**config.mk**
```make
export PLATFORM = sky130hd
export DESIGN_NAME = matmul_edge_feeder_flat
export DESIGN_NICKNAME = d
export VERILOG_FILES = /design/src/rtl/matmul_edge_feeder_pkg.sv /design/src/rtl/matmul_edge_feeder_if.sv /design/src/rtl/matmul_edge_feeder_skew_delay.sv /design/src/rtl/matmul_edge_feeder.sv /design/src/flat_wrapper.sv
export SDC_FILE = /design/constraint.sdc
export NUM_CORES = 1
export LEC_CHECK = 0
export ABC_AREA = 1
export CORE_UTILIZATION = 51
export CTS_CLUSTER_DIAMETER = 50
export DETAILED_ROUTE_END_ITERATION = 8
export HOLD_SLACK_MARGIN = 0.03
export PLACE_DENSITY = 0.8
export SLEW_MARGIN = 20
export SYNTH_ARGS = -nofsm -noshare
export SYNTH_HDL_FRONTEND = slang
export SYNTH_HIERARCHICAL = 1
export SYNTH_SLANG_ARGS = --single-unit
```
**constraint.sdc**
```tcl
create_clock -name clk -period 3.4 [get_ports clk]
set_input_delay 0.68 -clock clk [delete_from_list [all_inputs] [get_ports clk]]
set_output_delay 0.68 -clock clk [all_outputs]
set_load 0.02 [all_outputs]
```
**src/rtl/matmul_edge_feeder_pkg.sv**
```systemverilog
// matmul_pkg: shared definitions for the matmul edge feeder.
//   DATA_W          - operand width of one lane (16 bits)
//   feeder_state_t  - feeder FSM states
//   lane_lsb()      - LSB position of lane i inside a packed N*DATA_W vector
package matmul_pkg;

    localparam int DATA_W = 16;

    typedef enum logic [2:0] {
        IDLE,
        CLEAR,
        STREAM,
        DRAIN,
        DONE
    } feeder_state_t;

    // Lane i occupies bits [DATA_W*i + DATA_W-1 : DATA_W*i].
    function automatic int lane_lsb(input int lane);
        return lane * DATA_W;
    endfunction

endpackage

```
**src/rtl/matmul_edge_feeder_if.sv**
```systemverilog
// matmul_edge_feeder_if: groups the feeder's control, operand-buffer and
// array-edge signals.
//   start, base_addr          - tile request from the controller
//   rd_en, rd_addr, rd_data   - operand buffer read port (1-cycle latency)
//   lane_valid, lane_data     - skewed lane streams to the array edge
//   reset_acc, busy, done     - accumulator clear and tile status
// Modports: master = the feeder, slave = its environment.
interface matmul_edge_feeder_if #(
    parameter int N      = 4,
    parameter int ADDR_W = 8
);
    import matmul_pkg::*;

    logic                  start;
    logic [ADDR_W-1:0]     base_addr;
    logic                  rd_en;
    logic [ADDR_W-1:0]     rd_addr;
    logic [N*DATA_W-1:0]   rd_data;
    logic [N-1:0]          lane_valid;
    logic [N*DATA_W-1:0]   lane_data;
    logic                  reset_acc;
    logic                  busy;
    logic                  done;

    modport master (
        input  start, base_addr, rd_data,
        output rd_en, rd_addr, lane_valid, lane_data, reset_acc, busy, done
    );

    modport slave (
        output start, base_addr, rd_data,
        input  rd_en, rd_addr, lane_valid, lane_data, reset_acc, busy, done
    );

endinterface

```
**src/rtl/matmul_edge_feeder_skew_delay.sv**
```systemverilog
// skew_delay: DEPTH-stage register line carrying {valid, DATA_W data}.
//   clk, rst            - clock, asynchronous active-high reset
//   in_valid, in_data   - stage input
//   out_valid, out_data - output after DEPTH cycles (DEPTH=0: pass-through)
// Data registers load only when the incoming valid is set, so an idle line
// keeps presenting the last valid operand.
module skew_delay
    import matmul_pkg::*;
#(
    parameter int DEPTH = 1
) (
    input  logic              clk,
    input  logic              rst,
    input  logic              in_valid,
    input  logic [DATA_W-1:0] in_data,
    output logic              out_valid,
    output logic [DATA_W-1:0] out_data
);

    genvar gi;

    generate
        if (DEPTH == 0) begin : g_pass
            // Clock and reset are not needed for a zero-length line.
            logic unused_clk_rst;
            assign unused_clk_rst = clk ^ rst;
            assign out_valid      = in_valid;
            assign out_data       = in_data;
        end else begin : g_line
            for (gi = 0; gi < DEPTH; gi++) begin : g_stage
                logic              v_in;
                logic [DATA_W-1:0] d_in;
                logic              v_reg;
                logic [DATA_W-1:0] d_reg;

                if (gi == 0) begin : g_first
                    assign v_in = in_valid;
                    assign d_in = in_data;
                end else begin : g_chain
                    assign v_in = g_stage[gi-1].v_reg;
                    assign d_in = g_stage[gi-1].d_reg;
                end

                always_ff @(posedge clk or posedge rst) begin
                    if (rst) begin
                        v_reg <= 1'b0;
                        d_reg <= '0;
                    end else begin
                        v_reg <= v_in;
                        if (v_in) begin
                            d_reg <= d_in;
                        end
                    end
                end
            end
            assign out_valid = g_stage[DEPTH-1].v_reg;
            assign out_data  = g_stage[DEPTH-1].d_reg;
        end
    endgenerate

endmodule

```
**src/rtl/matmul_edge_feeder.sv**
```systemverilog
// matmul_edge_feeder: reads K operand vectors from the local buffer on a
// start pulse and streams them to one edge of the systolic array as N
// diagonally skewed lanes (lane i one cycle behind lane i-1). Issues a
// one-cycle accumulator clear before the first operand and pulses done once
// the array has drained.
//   clk, rst - clock, asynchronous active-high reset
//   bus      - matmul_edge_feeder_if.master (start/base_addr, buffer read
//              port, lane outputs, reset_acc, busy, done)
// Build option: FEEDER_ZERO_PAD_EN forces lane_data to zero on lanes whose
// lane_valid is low; otherwise idle lanes hold their last operand.
module matmul_edge_feeder
    import matmul_pkg::*;
#(
    parameter int N         = 4,
    parameter int K         = 8,
    parameter int ADDR_W    = 8,
    parameter int DRAIN_CYC = 2*N+4
) (
    input  logic                 clk,
    input  logic                 rst,
    matmul_edge_feeder_if.master bus
);

    // DRAIN starts the cycle after the last read; the last lane-(N-1) valid
    // lands N-1 cycles later, so the whole drain phase is N + DRAIN_CYC long.
    localparam int DRAIN_LEN = N + DRAIN_CYC;
    localparam int CNT_MAX   = (DRAIN_LEN > K) ? DRAIN_LEN : K;
    localparam int CNT_W     = $clog2(CNT_MAX + 1);

    feeder_state_t       state_reg, state_next;
    logic [CNT_W-1:0]    cnt_reg, cnt_next;
    logic [ADDR_W-1:0]   addr_reg, addr_next;
    logic                rd_pend_reg;
    logic [N*DATA_W-1:0] hold_reg;

    logic                rd_en;
    logic                reset_acc;
    logic                busy;
    logic                done;
    logic                stage0_valid;
    logic [N*DATA_W-1:0] stage0_data;
    logic [N-1:0]        lane_valid_w;
    logic [N*DATA_W-1:0] lane_data_w;

    always_ff @(posedge clk or posedge rst) begin
        if (rst) begin
            state_reg   <= IDLE;
            cnt_reg     <= '0;
            addr_reg    <= '0;
            rd_pend_reg <= 1'b0;
            hold_reg    <= '0;
        end else begin
            state_reg   <= state_next;
            cnt_reg     <= cnt_next;
            addr_reg    <= addr_next;
            rd_pend_reg <= rd_en;
            hold_reg    <= stage0_data;
        end
    end

    always_comb begin
        state_next = state_reg;
        cnt_next   = cnt_reg;
        addr_next  = addr_reg;
        rd_en      = 1'b0;
        reset_acc  = 1'b0;
        done       = 1'b0;
        busy       = 1'b1;
        case (state_reg)
            IDLE: begin
                busy     = 1'b0;
                cnt_next = '0;
                if (bus.start) begin
                    addr_next  = bus.base_addr;
                    state_next = CLEAR;
                end
            end
            CLEAR: begin
                // Vector 0 is read alongside the accumulator clear.
                reset_acc = 1'b1;
                rd_en     = 1'b1;
                addr_next = addr_reg + 1'b1;
                if (K == 1) begin
                    cnt_next   = '0;
                    state_next = DRAIN;
                end else begin
                    cnt_next   = CNT_W'(1);
                    state_next = STREAM;
                end
            end
            STREAM: begin
                rd_en     = 1'b1;
                addr_next = addr_reg + 1'b1;
                if (cnt_reg == CNT_W'(K - 1)) begin
                    cnt_next   = '0;
                    state_next = DRAIN;
                end else begin
                    cnt_next = cnt_reg + 1'b1;
                end
            end
            DRAIN: begin
                if (cnt_reg == CNT_W'(DRAIN_LEN - 1)) begin
                    cnt_next   = '0;
                    state_next = DONE;
                end else begin
                    cnt_next = cnt_reg + 1'b1;
                end
            end
            DONE: begin
                done       = 1'b1;
                state_next = IDLE;
            end
            default: begin
                state_next = IDLE;
            end
        endcase
    end

    // Stage 0: buffer data is valid the cycle after rd_en. Between reads the
    // last vector is replayed from hold_reg so lane 0 holds like the others.
    assign stage0_valid = rd_pend_reg;
    assign stage0_data  = rd_pend_reg ? bus.rd_data : hold_reg;

    genvar gi;
    generate
        for (gi = 0; gi < N; gi++) begin : g_lane
            logic              v;
            logic [DATA_W-1:0] d;

            skew_delay #(.DEPTH(gi)) u_skew (
                .clk       (clk),
                .rst       (rst),
                .in_valid  (stage0_valid),
                .in_data   (stage0_data[lane_lsb(gi) +: DATA_W]),
                .out_valid (v),
                .out_data  (d)
            );

            assign lane_valid_w[gi] = v;
`ifdef FEEDER_ZERO_PAD_EN
            assign lane_data_w[lane_lsb(gi) +: DATA_W] = v ? d : '0;
`else
            assign lane_data_w[lane_lsb(gi) +: DATA_W] = d;
`endif
        end
    endgenerate

    assign bus.rd_en      = rd_en;
    assign bus.rd_addr    = addr_reg;
    assign bus.lane_valid = lane_valid_w;
    assign bus.lane_data  = lane_data_w;
    assign bus.reset_acc  = reset_acc;
    assign bus.busy       = busy;
    assign bus.done       = done;

endmodule

```
**src/flat_wrapper.sv**
```systemverilog
// flat-port wrapper written by rule: the top's interface ports become plain ports
module matmul_edge_feeder_flat import matmul_pkg::*;
#(
    parameter int N         = 4,
    parameter int K         = 8,
    parameter int ADDR_W    = 8,
    parameter int DRAIN_CYC = 2*N+4
)
  (clk, rst, bus_start, bus_base_addr, bus_rd_data, bus_rd_en, bus_rd_addr, bus_lane_valid, bus_lane_data, bus_reset_acc, bus_busy, bus_done);
  matmul_edge_feeder_if #(.N(N), .ADDR_W(ADDR_W)) bus_i ();
  input  logic clk;
  input  logic rst;
  input wire logic [$bits(bus_i.start)-1:0] bus_start;
  input wire logic [$bits(bus_i.base_addr)-1:0] bus_base_addr;
  input wire logic [$bits(bus_i.rd_data)-1:0] bus_rd_data;
  output wire logic [$bits(bus_i.rd_en)-1:0] bus_rd_en;
  output wire logic [$bits(bus_i.rd_addr)-1:0] bus_rd_addr;
  output wire logic [$bits(bus_i.lane_valid)-1:0] bus_lane_valid;
  output wire logic [$bits(bus_i.lane_data)-1:0] bus_lane_data;
  output wire logic [$bits(bus_i.reset_acc)-1:0] bus_reset_acc;
  output wire logic [$bits(bus_i.busy)-1:0] bus_busy;
  output wire logic [$bits(bus_i.done)-1:0] bus_done;
  assign bus_i.start = bus_start;
  assign bus_i.base_addr = bus_base_addr;
  assign bus_i.rd_data = bus_rd_data;
  assign bus_rd_en = bus_i.rd_en;
  assign bus_rd_addr = bus_i.rd_addr;
  assign bus_lane_valid = bus_i.lane_valid;
  assign bus_lane_data = bus_i.lane_data;
  assign bus_reset_acc = bus_i.reset_acc;
  assign bus_busy = bus_i.busy;
  assign bus_done = bus_i.done;
  matmul_edge_feeder #(.N(N), .K(K), .ADDR_W(ADDR_W), .DRAIN_CYC(DRAIN_CYC)) u_core (.clk(clk), .rst(rst), .bus(bus_i));
endmodule
```
; Word-level counts from Yosys, hierarchy flattened
; Index checks and enable logic that the tools add are counted.
[op_classes]
reduce_logical = 6
mux = 14
addsub = 2
n_eq_ne = 9
[op_table]
columns = operator, count
row1 = 2-to-1 mux 64 bit, 1
row2 = case mux 5 bit (4 select lines), 1
row3 = case mux 8 bit (2 select lines), 1
row4 = case mux 3 bit (4 select lines), 1
row5 = 2-to-1 mux 5 bit, 2
row6 = 2-to-1 mux 3 bit, 3
row7 = adder 8 x 1 -> 8 bit (second input constant), 1
row8 = 2-to-1 mux 8 bit, 1
row9 = == test 3 x 2 -> 1 bit (second input constant), 2
row10 = adder 5 x 1 -> 5 bit (second input constant), 1
row11 = == test 5 x 3 -> 1 bit (second input constant), 1
row12 = == test 5 x 4 -> 1 bit (second input constant), 1
row13 = 2-to-1 mux 1 bit, 4
row14 = != test 2 x 1 -> 1 bit (second input constant), 2
row15 = nonzero test 4 bit, 1
row16 = == test 3 x 1 -> 1 bit (second input constant), 1
row17 = == test 3 bit (second input constant), 1
row18 = logical NOT 3 bit, 1
row19 = AND reduction 3 bit, 1
row20 = != test 2 bit (second input constant), 1
row21 = AND reduction 2 bit, 1
row22 = nonzero test 2 bit, 1
row23 = OR reduction 2 bit, 1
[word_totals]
output_inout_bits = 80
regBits = 180

; Longest topological paths before layout
; Gate-level depths: netlist (run 1).
[depth]
word_depth = 4
depth_mapped = 9
ltp_nobuf = 9

; By module
; The synthesis (run 1) kept the hierarchy.
[by_module_without_submodules]
columns = mod, seq_area_each_um2, n_inst, cells_per_inst, area_each_um2
row1 = matmul_edge_feeder, 2026.9, 1, 294, 3468.3
row2 = skew_delay (u_core.g_lane[3].u_skew), 1276.2, 1, 208, 1964.4
row3 = skew_delay (u_core.g_lane[2].u_skew), 850.8, 1, 139, 1316.3
row4 = skew_delay (u_core.g_lane[1].u_skew), 425.4, 1, 70, 673.1
row5 = skew_delay (u_core.g_lane[0].u_skew), 0.0, 1, 17, 127.6

; Worst setup path before layout (run 1)
; No wires, ideal clock.
[synth_timing]
path_type = flip-flop to output port
start = register u_core.rd_pend_reg
end = output port bus_lane_data[10]
arrival_ns = 1.401
n_path_buf = 3
path_stages_with_launch = 5
setup_slack_ns = 1.319
required_time_ns = 2.720
path_cell_list = dfrtp_1 -> buf_2 -> buf_2 -> mux2_2 -> buf_4
[synth_via]
elab_chain_cells = 1
[synth_rtl]
columns = item, line_no
row1 = from (decl), matmul_edge_feeder.sv:33  ; logic rd_pend_reg;
row2 = from (signal assigned), matmul_edge_feeder.sv:56  ; rd_pend_reg <= rd_en;
row3 = 2-to-1 mux 64 bit, matmul_edge_feeder.sv:122  ; assign stage0_data = rd_pend_reg ? bus.rd_data : hold_reg;
row4 = to (decl), flat_wrapper.sv:19  ; output wire logic [$bits(bus_i.lane_data)-1:0] bus_lane_data;
; No other way between the ends.

; Worst setup path in the final report (run 1)
[layout_timing]
start = register u_core.rd_pend_reg
end = output port bus_lane_data[2]
; Same word-level chain as after synthesis.

==> impl_metrics.tcl, run 1 <==
set metrics [dict create \
    outcome "finished, final reports clean" \
    intPower_mw 6.31 \
    slew_headroom_pct 43.9 \
    avgRoutedWirePerCell_um 13.7 \
    rows 44 \
    tightest_slew_ns 0.842 \
    clk_pin_slew_ns 0.07 \
    power.density_nw_per_um2 1050 \
    die_w_um 124 \
    synth.top_cell.area_share_pct 60.7 \
    fin_nets 936 \
    core_area_sq_um 14500 \
    pwr-share-comb_pct 40.2 \
    critPathLaunchType "flop" \
    min_path_type "flop to flop" \
    p_seq_share_pct 39.4 \
    min_path_cells 2 \
    drv_slew 0 \
    regArea_sq_um 4580 \
    h-tree-depth 4 \
    synth_fa_ha_area_share_pct 0.663 \
    rrSetupSlack_ns 1.09 \
    synth_top_family_by_area "simple AND/OR/NAND/NOR gates" \
    period_needed_ns 2.87 \
    start_util_pct 52.1 \
    first_pass_iters 4 \
    syn_area_sq_um 7550 \
    ctsResizeCount 0 \
    grt_pass1_wl_um 23500 \
    n_antenna_cell 0 \
    fin_skew_ns 0.00922 \
    fillCellCount 1139 \
    synth-simple-area-share_pct 20.1 \
    fin_tns_setup_ns 0 \
    ant_nets 0 \
    cts_buffer_depth 2 \
    max_freq_mhz 349 \
    max-cap-violations 0 \
    dpl_cell_area_sq_um 8940 \
    drive_gt1_share_pct 14.7 \
    fp.dieH_um 124 \
    cts-root-buf "clkbuf_16" \
    drtIter0Drc 220 \
    fin_area_sq_um 9560 \
    clkLatencyLatePin_ns 0.42 \
    cts-hold-fix-buffers 0 \
    final_cell_mix "332 x nand2_1, 182 x dfrtp_1, 154 x clkdlybuf4s50_1" \
    clkPwrFrac_pct 20.4 \
    worst-setup-path-type "flop to output pin" \
    syn_nets 807 \
    sw_frac_of_total_pct 37.3 \
    grt-ovfl-total 0 \
    cp.required_ns 2.72 \
    grt_usage_pct 20.2 \
    cts_made_buffers 17 \
    power_mw 10.1 \
    peakVddDrop_v 0.000620 \
    grt_max_degree 77 \
    largest_reg_flops 64 \
    ys_warn_count 6 \
    via_count 5033 \
    grt_setup_unrepaired "no" \
    port-buffer-count 154 \
    wl_um 14400 \
    cp_max_fo 44 \
    finalSetupViolCount 0 \
    synthMuxAreaShare_pct 9.55 \
    multi_input_area_sq_um 2370 \
    antenna_found_initial 0 \
    synth_area_leaders "dfrtp_1 61%, nand2_1 17%, mux2_2 9.5%" \
    synth_area_per_cell_sq_um 10.4 \
    synth_cells 728 \
    p_leak_nw 4.65 \
    postCtsSetupBuffers 0 \
    p_switching_mw 3.75 \
    ys_ff_latch 183 \
    vias_per_cell 4.78 \
    final_hold_viol_count 0 \
    post-route-period-util_pct 84.3 \
    synth-xor-area-share_pct 0.232 \
    globalplace.congestion 0.821 \
    synth_cell_type_count 30 \
    layout_commonest_cell "nand2_1" \
    dp_hpwl_um 9660 \
    cts_tree "yes" \
    synth_area_leader_cell "dfrtp_1" \
    grt_pass1_vias 4886 \
    worst_r2r_path_depth 4 \
    cts_sinks 183 \
    synth_compound_area_share_pct 0.812 \
    ios 155 \
    yosysSeqAreaShare_pct 60.7 \
    die_area_sq_um 15300 \
    syn_to_final_growth_pct 26.6 \
    r2r_start "u_core/rd_pend_reg$_DFF_PP0_" \
    drcViolationCount 0 \
    endpoint_kind "output pin" \
    cp.arrival_ns 2.19 \
]
[kinds of logic after synthesis]
kind of cell | count (synthesis)
AOI/OAI and AO/OA | 10
xor gates and xnor gates | 2
adders and majority gates | 4
buffers and inverters | 85
DFF | 183
muxes | 64
and+or+nand+nor | 380
[synthesized netlist by cell type, drive strengths merged]
master / n
nand2: 346
dfrtp: 183
mux2: 64
buf: 46
inv: 38
nand3: 17
nor2: 11
o21ai: 5
ha: 4
nand3b: 2
nor3: 2
o211ai: 2
a21oi: 1
a22o: 1
clkbuf: 1
nand4: 1
o21bai: 1
or2: 1
xnor2: 1
xor2: 1
[routing by layer]
| layer | global-route usage [%] | part of all wire [%] |
|---|---|---|
| met5 | 0 | 0 |
| met4 | 6.10 | 1.0 |
| met3 | 5.13 | 4.5 |
| met2 | 32.7 | 49 |
| met1 | 26.6 | 45 |
[cell type report]
class                   instances  area share [%]
clock inverters                13            1.75
clock buffers                  19            4.74
well taps                     184            2.41
inverters                      38            1.89
flip-flops and latches        183            48.0
multi-input cells             460            24.8
repair buffers                157            16.5
[stage by stage]
| step | setup slack [ns] | std cells | utilization (%) | hold slack, ns |
|---|---|---|---|---|
| 5_1_grt | 0.431 | 1054 | 66.0 | 0.489 |
| 4_1_cts | 0.481 | 1054 | 66.0 | 0.475 |
| 3_5_place_dp | 0.788 | 1022 | 61.7 | 0.458 |
| 6_report | 0.534 | 1054 | 66.0 | 0.472 |
| 2_1_floorplan | 0.640 | 728 | - | 0.374 |
| 3_3_place_gp | 0.826 | 1022 | 61.7 | 0.453 |
[power by group through the flow]
| stage | sequential [mW] | combinational (mW) | clock, mW |
|---|---|---|---|
| after global placement | 3.97 | 3.94 | 0 |
| final | 3.97 | 4.05 | 2.05 |
| after CTS | 3.98 | 4.09 | 2.10 |
| after floorplan | 4.08 | 2.88 | 0 |
| after global routing | 4.12 | 4.48 | 2.18 |
| after detailed placement | 4.01 | 4.05 | 0 |
[worst max-delay path by stage]
stage / slack, ns / start / endpoint
floorplan: 0.64 / rst / u_core/bus.rd_addr[0]$_DFFE_PP0P_
global placement: 0.83 / bus_rd_data[11] / bus_lane_data[11]
detailed placement: 0.79 / bus_rd_data[2] / bus_lane_data[2]
CTS: 0.48 / u_core/rd_pend_reg$_DFF_PP0_ / bus_lane_data[2]
global route: 0.43 / u_core/rd_pend_reg$_DFF_PP0_ / bus_lane_data[8]
finish: 0.53 / u_core/rd_pend_reg$_DFF_PP0_ / bus_lane_data[2]
[critical path, cell delays in order (launching register included)]
cell             delay (ns)
dfrtp_4                0.79
mux2_2                 0.41
clkdlybuf4s50_1        0.55
No activity file was read; power rests on OpenSTA's default activity.
==> run 2, diff against run 1 <==
--- a/config.mk
+++ b/config.mk
@@ -6,11 +6,11 @@
 export NUM_CORES = 1
 export LEC_CHECK = 0
 export ABC_AREA = 1
-export CORE_UTILIZATION = 51
+export CORE_UTILIZATION = 46
 export CTS_CLUSTER_DIAMETER = 50
 export DETAILED_ROUTE_END_ITERATION = 8
 export HOLD_SLACK_MARGIN = 0.03
-export PLACE_DENSITY = 0.8
+export PLACE_DENSITY = 0.76
 export SLEW_MARGIN = 20
 export SYNTH_ARGS = -nofsm -noshare
 export SYNTH_HDL_FRONTEND = slang
==> constraint.sdc (replaced) <==
create_clock -name clk -period 2.54 [get_ports clk]
set_input_delay 0.508 -clock clk [delete_from_list [all_inputs] [get_ports clk]]
set_output_delay 0.508 -clock clk [all_outputs]
set_load 0.02 [all_outputs]
==> run 2 against run 1 <==
  * Clock power up 24%
  * Clock-buffer cell count decreased by 1
  * Core utilization shrank 5.2 points
  * Die area grew 11%
  * Combinational power is 40% higher
  * Critical path type unchanged
  * Largest cell class unchanged
  * Largest power group unchanged
==> impl_metrics.tcl, run 2 (same netlist as run 1, synthesis figures left out) <==
set metrics [dict create \
    instances_no_fill 1095 \
    rrSetupSlack_ns 0.90 \
    finalSetupViolCount 0 \
    drive_gt1_share_pct 15.6 \
    cts_sinks 183 \
    critPathSlowestCell "clkdlybuf4s50_1" \
    vias_per_cell 4.61 \
    drv_slew 0 \
    die_w_um 130 \
    endpoint_kind "output pin" \
    cts_made_buffers 17 \
    max-cap-violations 0 \
    drcViolationCount 0 \
    crit_path_max_incr_delay_ns 0.62 \
    drtIter0Drc 343 \
    max_freq_mhz 407 \
    period_needed_ns 2.46 \
    peakVddDrop_v 0.000736 \
    min_path_type "flop to flop" \
    fin_skew_ns 0.00940 \
    grt_pass1_wl_um 23900 \
    largest_reg_flops 64 \
    via_count 5051 \
    path_cells "buf_12 -> mux2_2 -> clkdlybuf4s50_1" \
    cp.required_ns 2.03 \
    worst_r2r_path_depth 5 \
    power.density_nw_per_um2 1390 \
    wl_um 14500 \
    critPathLaunchType "flop" \
    h-tree-depth 4 \
    n_antenna_cell 0 \
    cp.arrival_ns 1.95 \
    grt-ovfl-total 0 \
    p_leak_nw 4.70 \
    grt_setup_unrepaired "no" \
    grt_usage_pct 18.3 \
    final_hold_viol_count 0 \
    cts_buffer_depth 2 \
    fp.dieH_um 130 \
    antenna_found_initial 0 \
    ios 155 \
    place_inst 1060 \
    clk_pin_slew_ns 0.07 \
    start_util_pct 47.4 \
    final_cell_mix "332 x nand2_1, 182 x dfrtp_1, 153 x clkdlybuf4s50_1" \
    power_mw 13.4 \
    ant_nets 0 \
    port-buffer-count 154 \
    die_area_sq_um 16900 \
    fin_tns_setup_ns 0 \
    cts-root-buf "clkbuf_16" \
    whs_ns 0.468 \
    globalplace.congestion 0.816 \
    grt_max_degree 85 \
    avgRoutedWirePerCell_um 13.3 \
    cts-hold-fix-buffers 0 \
    syn_to_final_growth_pct 28.4 \
    min_path_cells 2 \
    r2r_start "u_core/rd_pend_reg$_DFF_PP0_" \
    worst-setup-path-type "flop to output pin" \
    cp_max_fo 9 \
    rows 46 \
    slew_headroom_pct 53.9 \
    tightest_slew_ns 0.692 \
    cts_tree "yes" \
    dpl_cell_area_sq_um 9050 \
    dp_hpwl_um 9990 \
    fin_area_sq_um 9690 \
    first_pass_iters 4 \
    layout_commonest_cell "nand2_1" \
    clkLatencyLatePin_ns 0.42 \
    outcome "finished, final reports clean" \
    core_area_sq_um 15900 \
    fillCellCount 1362 \
    grt_pass1_vias 4934 \
    post-route-period-util_pct 96.8 \
    fin_nets 945 \
]
run 2: changes by cell type in the layout (fill, tap and decap cells not counted), sizes merged:
cell,previous run,this run
buf,3,12
bufinv,3,1
inv,40,42
clkbuf,19,18
clkdlybuf4s50,154,153
clkinv,5,6
dlymetal6s2s,0,1
run 2: per-layer routing:
layer	vias to the layer above	wire length [um]	track usage, %	share of wire (%)
li1	2526	-	-	-
met1	2396	6480	24.0	45
met2	121	7290	30.3	50
met3	8	626	4.43	4.3
met4	0	123	5.40	0.85
met5	-	0	0	0
run 2: stage by stage:
stage                     setup slack, ns  utilization (%)
after floorplan                     0.631                -
after global placement              0.263             56.8
after detailed placement            0.262             56.8
after CTS                          0.0446             60.8
after global routing               0.0249             60.8
final                              0.0806             60.8
run 2: how the worst max path moves through the flow:
stage / from / end / slack (ns)
after global placement: bus_rd_data[2] / bus_lane_data[2] / 0.26
final: u_core/rd_pend_reg$_DFF_PP0_ / bus_lane_data[1] / 0.08
after detailed placement: bus_rd_data[2] / bus_lane_data[2] / 0.26
after global routing: u_core/rd_pend_reg$_DFF_PP0_ / bus_lane_data[7] / 0.02
after floorplan: u_core/rd_pend_reg$_DFF_PP0_ / bus_lane_data[10] / 0.63
after CTS: u_core/rd_pend_reg$_DFF_PP0_ / bus_lane_data[2] / 0.04
run 2: cell type report:
cell class,instances,area [sq um],share of cell area [%]
Tap cell,216,270,2.79
Clock inverter,14,143,1.47
Inverter,38,181,1.87
Multi-Input combinational cell,460,2370,24.4
Clock buffer,18,439,4.53
Timing Repair Buffer,166,1710,17.6
Sequential cell,183,4580,47.3
run 2: worst max-delay path, delay by kind of cell (launching register included):
kind	cells	cell delay, ns
muxes	1	0.23
buffers and inverters	2	0.78
DFF	1	0.52
run 2: where the power goes:
group / internal, mW / switching (mW)
clock network: 1.41 / 1.15
logic: 2.62 / 3.06
registers: 4.35 / 0.852
total: 8.38 / 5.05
run 2: repair_timing:
| item | 4_1_cts | 5_1_grt |
|---|---|---|
| gates resized for setup | 0 | 1 |
| setup buffers | 3 | 0 |
| endpoints found under the setup margin | 1 | 1 |
